<file path="src/rtl/ifetch_prefetch_unit.sv">
// Instruction fetch front end: owns the fetch PC, issues credit-limited word requests and buffers responses for decode.
// Define IFETCH_MISALIGN_CHK_EN to add the sticky misaligned-redirect flag (misalign_o / misalign_pc_o).
module ifetch_prefetch_unit #(
    parameter int          DEPTH    = 4,
    parameter logic [31:0] RESET_PC = 32'h0000_0000
) (
    input  logic        clk,
    input  logic        reset,
    input  logic        redirect_i,
    input  logic [31:0] redirect_pc_i,
    output logic        imem_req_valid_o,
    input  logic        imem_req_ready_i,
    output logic [31:0] imem_req_addr_o,
    input  logic        imem_rsp_valid_i,
    input  logic [31:0] imem_rsp_data_i,
    output logic        id_valid_o,
    input  logic        id_ready_i,
    output logic [31:0] id_inst_o,
    output logic [31:0] id_pc_o
`ifdef IFETCH_MISALIGN_CHK_EN
    ,
    output logic        misalign_o,
    output logic [31:0] misalign_pc_o
`endif
);

    localparam int PW = $clog2(DEPTH);
    localparam int CW = PW + 1;
    localparam logic [CW:0] DEPTH_SUM = (CW+1)'(DEPTH);

    localparam logic [0:0] ST_FETCH   = 1'b0;
    localparam logic [0:0] ST_DISCARD = 1'b1;

    logic [0:0]    state_reg, state_next;
    logic [31:0]   fetch_pc_reg, fetch_pc_next;
    logic [CW-1:0] outstanding_reg, outstanding_next;
    logic [CW-1:0] discard_reg, discard_next;
    logic [CW-1:0] fifo_count_reg, fifo_count_next;
    logic [PW-1:0] fifo_wr_ptr_reg, fifo_wr_ptr_next;
    logic [PW-1:0] fifo_rd_ptr_reg, fifo_rd_ptr_next;
    logic [PW-1:0] tag_wr_ptr_reg, tag_rd_ptr_reg;

    logic [31:0] fifo_inst_mem [DEPTH];
    logic [31:0] fifo_pc_mem   [DEPTH];
    logic [31:0] tag_mem       [DEPTH];

    logic credit_ok;
    logic req_valid;
    logic req_fire;
    logic rsp_fire;
    logic rsp_push;
    logic fifo_nonempty;
    logic id_pop;

    // Buffered plus in-flight words never exceed DEPTH, so the FIFO cannot overflow.
    assign credit_ok     = ({1'b0, fifo_count_reg} + {1'b0, outstanding_reg}) < DEPTH_SUM;
    assign req_valid     = reset & (state_reg == ST_FETCH) & ~redirect_i & credit_ok;
    assign req_fire      = req_valid & imem_req_ready_i;
    // Late responses for requests abandoned by reset find outstanding==0 and are ignored.
    assign rsp_fire      = imem_rsp_valid_i & (outstanding_reg != '0);
    assign rsp_push      = rsp_fire & ~redirect_i & (state_reg == ST_FETCH);
    assign fifo_nonempty = (fifo_count_reg != '0);
    assign id_pop        = fifo_nonempty & id_ready_i & ~redirect_i;

    assign imem_req_valid_o = req_valid;
    assign imem_req_addr_o  = fetch_pc_reg;
    assign id_valid_o       = fifo_nonempty;
    assign id_inst_o        = fifo_nonempty ? fifo_inst_mem[fifo_rd_ptr_reg] : '0;
    assign id_pc_o          = fifo_nonempty ? fifo_pc_mem[fifo_rd_ptr_reg]   : '0;

    always_comb begin
        fetch_pc_next    = fetch_pc_reg;
        outstanding_next = outstanding_reg + CW'(req_fire) - CW'(rsp_fire);
        discard_next     = discard_reg;
        state_next       = state_reg;
        fifo_count_next  = fifo_count_reg + CW'(rsp_push) - CW'(id_pop);
        fifo_wr_ptr_next = fifo_wr_ptr_reg + PW'(rsp_push);
        fifo_rd_ptr_next = fifo_rd_ptr_reg + PW'(id_pop);

        if (redirect_i) begin
            fetch_pc_next    = {redirect_pc_i[31:2], 2'b00};
            // Everything still in flight is stale, except a response landing this very cycle.
            discard_next     = outstanding_reg - CW'(rsp_fire);
            state_next       = (discard_next != '0) ? ST_DISCARD : ST_FETCH;
            fifo_count_next  = '0;
            fifo_wr_ptr_next = '0;
            fifo_rd_ptr_next = '0;
        end else begin
            if (req_fire) begin
                fetch_pc_next = fetch_pc_reg + 32'd4;
            end
            if ((state_reg == ST_DISCARD) && rsp_fire) begin
                discard_next = discard_reg - CW'(1);
                if (discard_next == '0) begin
                    state_next = ST_FETCH;
                end
            end
        end
    end

    always_ff @(posedge clk or negedge reset) begin
        if (!reset) begin
            state_reg       <= ST_FETCH;
            fetch_pc_reg    <= RESET_PC;
            outstanding_reg <= '0;
            discard_reg     <= '0;
            fifo_count_reg  <= '0;
            fifo_wr_ptr_reg <= '0;
            fifo_rd_ptr_reg <= '0;
            tag_wr_ptr_reg  <= '0;
            tag_rd_ptr_reg  <= '0;
        end else begin
            state_reg       <= state_next;
            fetch_pc_reg    <= fetch_pc_next;
            outstanding_reg <= outstanding_next;
            discard_reg     <= discard_next;
            fifo_count_reg  <= fifo_count_next;
            fifo_wr_ptr_reg <= fifo_wr_ptr_next;
            fifo_rd_ptr_reg <= fifo_rd_ptr_next;
            tag_wr_ptr_reg  <= tag_wr_ptr_reg + PW'(req_fire);
            tag_rd_ptr_reg  <= tag_rd_ptr_reg + PW'(rsp_fire);
        end
    end

    // Storage is data-only; validity lives entirely in the reset counters and pointers.
    genvar gi;
    generate
        for (gi = 0; gi < DEPTH; gi++) begin : g_entry
            always_ff @(posedge clk) begin
                if (req_fire && (tag_wr_ptr_reg == PW'(gi))) begin
                    tag_mem[gi] <= fetch_pc_reg;
                end
                if (rsp_push && (fifo_wr_ptr_reg == PW'(gi))) begin
                    fifo_inst_mem[gi] <= imem_rsp_data_i;
                    fifo_pc_mem[gi]   <= tag_mem[tag_rd_ptr_reg];
                end
            end
        end
    endgenerate

`ifdef IFETCH_MISALIGN_CHK_EN
    logic        misalign_reg;
    logic [31:0] misalign_pc_reg;

    always_ff @(posedge clk or negedge reset) begin
        if (!reset) begin
            misalign_reg    <= 1'b0;
            misalign_pc_reg <= '0;
        end else if (redirect_i && (redirect_pc_i[1:0] != 2'b00)) begin
            misalign_reg    <= 1'b1;
            misalign_pc_reg <= redirect_pc_i;
        end
    end

    assign misalign_o    = misalign_reg;
    assign misalign_pc_o = misalign_pc_reg;
`else
    logic unused_pc_bits;
    assign unused_pc_bits = ^redirect_pc_i[1:0];
`endif

endmodule

</file>
<file path="config.mk">
export PLATFORM = sky130hd
export DESIGN_NAME = ifetch_prefetch_unit
export DESIGN_NICKNAME = d
export VERILOG_FILES = /design/src/rtl/ifetch_prefetch_unit.sv
export SDC_FILE = /design/constraint.sdc
export NUM_CORES = 1
export LEC_CHECK = 0
export CAP_MARGIN = 20
export CORE_MARGIN = 5
export CORE_UTILIZATION = 57
export CTS_BUF_LIST = sky130_fd_sc_hd__clkbuf_16
export DETAILED_ROUTE_END_ITERATION = 8
export PLACE_DENSITY = 0.8
export RECOVER_POWER = 100
export SYNTH_ARGS = -nofsm -noshare
export SYNTH_HDL_FRONTEND = slang
export SYNTH_SLANG_ARGS = --single-unit
</file>
<file path="constraint.sdc">
create_clock -name clk -period 7.1 [get_ports clk]
set_input_delay 1.42 -clock clk [delete_from_list [all_inputs] [get_ports clk]]
set_output_delay 1.42 -clock clk [all_outputs]
set_load 0.02 [all_outputs]
</file>
==> summary.log <==
qor: global_routing.global_route_met1_utilization 0.287
qor: global_routing.grt-ovfl-total 0
qor: power_and_ir_drop.power_report.internal_total 4880 uW
qor: timing.tmin_final 5650 ps
qor: outcome.run_status finished with violations
qor: outcome.failed_checks capacitance limit, slew limit
qor: worst_setup_path.critPathCaptureType flip-flop
qor: worst_hold_path.timing.hold.worst_path_depth 1
qor: synthesis.async_reset_ff_frac 0.115
qor: route.wirelength 33.4 mm
qor: synthesis.number_of_enable_type_register_cells_in_the_synthesized_netlist 368
qor: timing.maxSlewViolCount 419
qor: die.dieHeight 180 um
qor: clock_tree.cts_sinks 416
qor: clock_tree.worst_setup_hold_path_clk_slew 60 ps
qor: power_and_ir_drop.p_clk_frac 0.320
qor: clock_tree.cts_hold_buf 0
qor: worst_setup_path.crit_fanout 47
qor: route.ant_nets 0
qor: global_routing.met2_usage 0.343
qor: final_layout.reg.largest.list fifo_inst_mem (128), fifo_pc_mem (120), tag_mem (120)
qor: global_routing.grt_use_met3 0.0462
qor: final_layout.fin_nets 1133
qor: clock_tree.root_buffer sky130_fd_sc_hd__clkbuf_16
qor: synthesis.synthCells 860
qor: die.dieArea 0.0325 sq mm
qor: synthesis.dominant_combinational_cell_family_by_area_after_synthesis multiplexers
qor: power_and_ir_drop.power.density_cell_area 340 mW/mm^2
qor: place.placed_cell_area 0.0186 sq mm
qor: timing.rsz_0062_raised_after_global_routing false
qor: timing.post-route-period-util 0.796
qor: timing.report.final.setup_viol 0
qor: flow_run.maxCapViolations 11
qor: synthesis.yosysWarningCount 0
qor: timing.setup_ws 1450 ps
qor: route.routed_via_density 5.96
qor: clock_tree.cts.repair.resized 0
qor: route.drc_errors 0
qor: global_routing.grt_pass1_vias 9306
qor: worst_hold_path.hold_path_class flip-flop to flip-flop
qor: clock_tree.cts.htree.levels 2
qor: final_layout.final.fill_count 1775
qor: synthesis.synth.mux.area_fraction 0.126
qor: place.detailedPlace.worstSlack 2450 ps
qor: power_and_ir_drop.sw_frac_of_total 0.280
qor: place.place_hpwl 19.8 mm
qor: place.globalplace.congestion 0.837
qor: synthesis.postSynth.topFlopCell sky130_fd_sc_hd__edfxtp_1
qor: global_routing.grt_pass1_wl 53.1 mm
qor: global_routing.grt.busiest_layer met2
qor: die.row_count 62
qor: synthesis.simple_gate_fraction_of_synth_area 0.0682
qor: timing.hold-worst-slack 552 ps
qor: global_routing.grt_util_all_layers 0.208
qor: worst_setup_path.critical_path_required 7200 ps
qor: synthesis.synth_cell_type_count 56
qor: timing.worstMarginPinSlew 3310 ps
qor: power_and_ir_drop.power_frac_seq 0.453
qor: synthesis.yosys.area_share.xor_xnor 0.00636
qor: timing.setup_total_negative_slack 0 ps
qor: die.core-area 0.0286 sq mm
qor: synthesis.synthesis.area_per_instance 19.2 sq um
qor: synthesis.yosys.area_share.adder 0.0138
qor: die.die_w 180 um
qor: final_layout.number_of_flip_flops_in_the_largest_register 128
qor: final_layout.register_containing_the_most_flip_flops_in_the_final_layout fifo_inst_mem
qor: global_routing.grt_antenna_before_repair 0
qor: timing.fmax 177 MHz
qor: synthesis.synth.yosys.seq_area_share 0.742
qor: clock_tree.post_cts.repair.setup_buffers 0
qor: die.floorplan.initialDensity 0.577
qor: route.routedWlPerCell 22.8 um
qor: worst_setup_path.crit_arrival 5750 ps
qor: route.num_vias 8730
qor: final_layout.most_frequent_standard_cell_in_the_layout_excluding_fill_and_tap_cells sky130_fd_sc_hd__edfxtp_1
qor: clock_tree.cts_tree built
qor: final_layout.fin_util 0.697
qor: clock_tree.clk-insertion-delay-late 530 ps
qor: place.port-buffer-count 161
qor: die.i_o_pin_total 168
qor: power_and_ir_drop.net_switching_power_figure 1900 uW
qor: route.initialDrtViolationCount 663
qor: power_and_ir_drop.cellLeakagePower 0.00674 uW
qor: timing.slew_headroom -1.21
qor: worst_setup_path.critical_path_class input pin to flip-flop
qor: worst_setup_path.worstRegToRegCells 4
qor: synthesis.synth_seq_cells 416
qor: global_routing.grt_start_max_net_pins 50
qor: clock_tree.tritoncts.num_buffers 42
qor: final_layout.stdcell_area 0.0199 sq mm
qor: worst_setup_path.cp-start-kind input pin
qor: synthesis.mappedNetlistArea 0.0165 sq mm
qor: power_and_ir_drop.logic_gate_share_of_total_power 0.227
qor: timing.finalHoldViolCount 0
qor: power_and_ir_drop.irDropWorstVdd 0.190 mV
qor: route.number_of_iterations_in_the_first_detailed_routing_pass 5
qor: synthesis.synth-compound-area-share 0.0288
qor: final_layout.mostFrequentLayoutCells sky130_fd_sc_hd__edfxtp_1 (368), sky130_fd_sc_hd__dlygate4sd3_1 (124), sky130_fd_sc_hd__mux4_2 (92)
qor: timing.fin_worst_skew 18.3 ps
qor: clock_tree.clk_path_buf_depth 3
qor: final_layout.synthToLayoutAreaGrowth 20.7%
qor: final_layout.share_of_post_route_cells_with_drive_strength_above_1 0.162
-- final cells by class --
cell class	count	area [sq um]	area share
Sequential cell	416	12300	0.615
Antenna cell	1	2.50	0.000125
Clock inverter	33	263	0.0132
Tap cell	384	480	0.0241
Inverter	17	63.8	0.00320
Timing Repair Buffer	181	1710	0.0858
Multi-Input combinational cell	388	4040	0.203
Clock buffer	45	1130	0.0565
-- synth_stat cells (all sizes together) (3+ instances only) --
| cell type | n | area share |
|---|---|---|
| nor3b | 3 | 0.0014 |
| nand3 | 21 | 0.0071 |
| nor4 | 5 | 0.0045 |
| ha | 15 | 0.011 |
| o21ai | 17 | 0.0051 |
| nor3 | 9 | 0.0030 |
| nor2b | 65 | 0.025 |
| nand2 | 39 | 0.0090 |
| a31oi | 3 | 0.0011 |
| mux4 | 92 | 0.13 |
| dfrtp | 48 | 0.073 |
| inv | 17 | 0.0039 |
| a22oi | 3 | 0.0014 |
| nor2 | 25 | 0.0057 |
| clkbuf | 23 | 0.0052 |
| a32oi | 3 | 0.0016 |
| nand4 | 10 | 0.0055 |
| and3 | 5 | 0.0019 |
| edfxtp | 368 | 0.67 |
| xnor2 | 9 | 0.0048 |
| a221o | 4 | 0.0024 |
| a41oi | 3 | 0.0016 |
| o211ai | 12 | 0.0055 |
| o311ai | 7 | 0.0037 |
| xor2 | 3 | 0.0016 |
| buf | 19 | 0.0061 |
| a21oi | 8 | 0.0024 |
-- path summary, 6_finish.rpt --
path	slack [ps]	to	from
setup reg to reg	2610	fifo_inst_mem[3][25]	outstanding_reg[1]
setup / recovery	1450	fifo_inst_mem[3][25]	redirect_i
min in group asynchronous	1980	imem_req_addr_o[12]	reset
hold / removal	550	tag_wr_ptr_reg[1]	tag_wr_ptr_reg[1]
max in group asynchronous	3210	fifo_rd_ptr_reg[0]	reset
hold reg to reg	550	tag_wr_ptr_reg[1]	tag_wr_ptr_reg[1]
-- metal layers --
| metal | share of wire | vias up |
|---|---|---|
| li1 | - | 3822 |
| met1 | 0.41 | 4471 |
| met2 | 0.50 | 377 |
| met3 | 0.071 | 60 |
| met4 | 0.023 | 0 |
| met5 | 0 | - |
-- critical path, cell delays in order --
cell and delay (ps):
sky130_fd_sc_hd__dlygate4sd3_1 530, sky130_fd_sc_hd__buf_4 280, sky130_fd_sc_hd__nor2_1 270, sky130_fd_sc_hd__and2_0 240
sky130_fd_sc_hd__and3_1 1460, sky130_fd_sc_hd__clkbuf_1 1500
-- metrics by stage --
stage / std cells / power (uW)
floorplan: 863 / 4040
global placement: 1384 / 4690
detailed placement: 1384 / 4740
CTS: 1462 / 6910
global route: 1464 / 7070
finish: 1465 / 6790
-- power by group through the flow --
stage / registers, uW / logic [uW] / clock network [uW]
detailed placement: 3160 / 1580 / 0
global placement: 3160 / 1540 / 0
CTS: 3120 / 1590 / 2210
finish: 3070 / 1540 / 2170
global route: 3100 / 1660 / 2310
floorplan: 3030 / 1020 / 0
-- cell families (layout without fill, tap and decap cells) --
logic type / after synthesis / count (layout)
flip-flops: 416 / 416
AND/OR/NAND/NOR: 194 / 194
multiplexers: 93 / 93
AO/OA/AOI/OAI: 68 / 68
buffers and inverters: 59 / 276
adder cells (fa/ha/maj): 17 / 17
XOR/XNOR: 12 / 12
other: 1 / 5
Note: power is estimated with default switching activity, not from simulation.
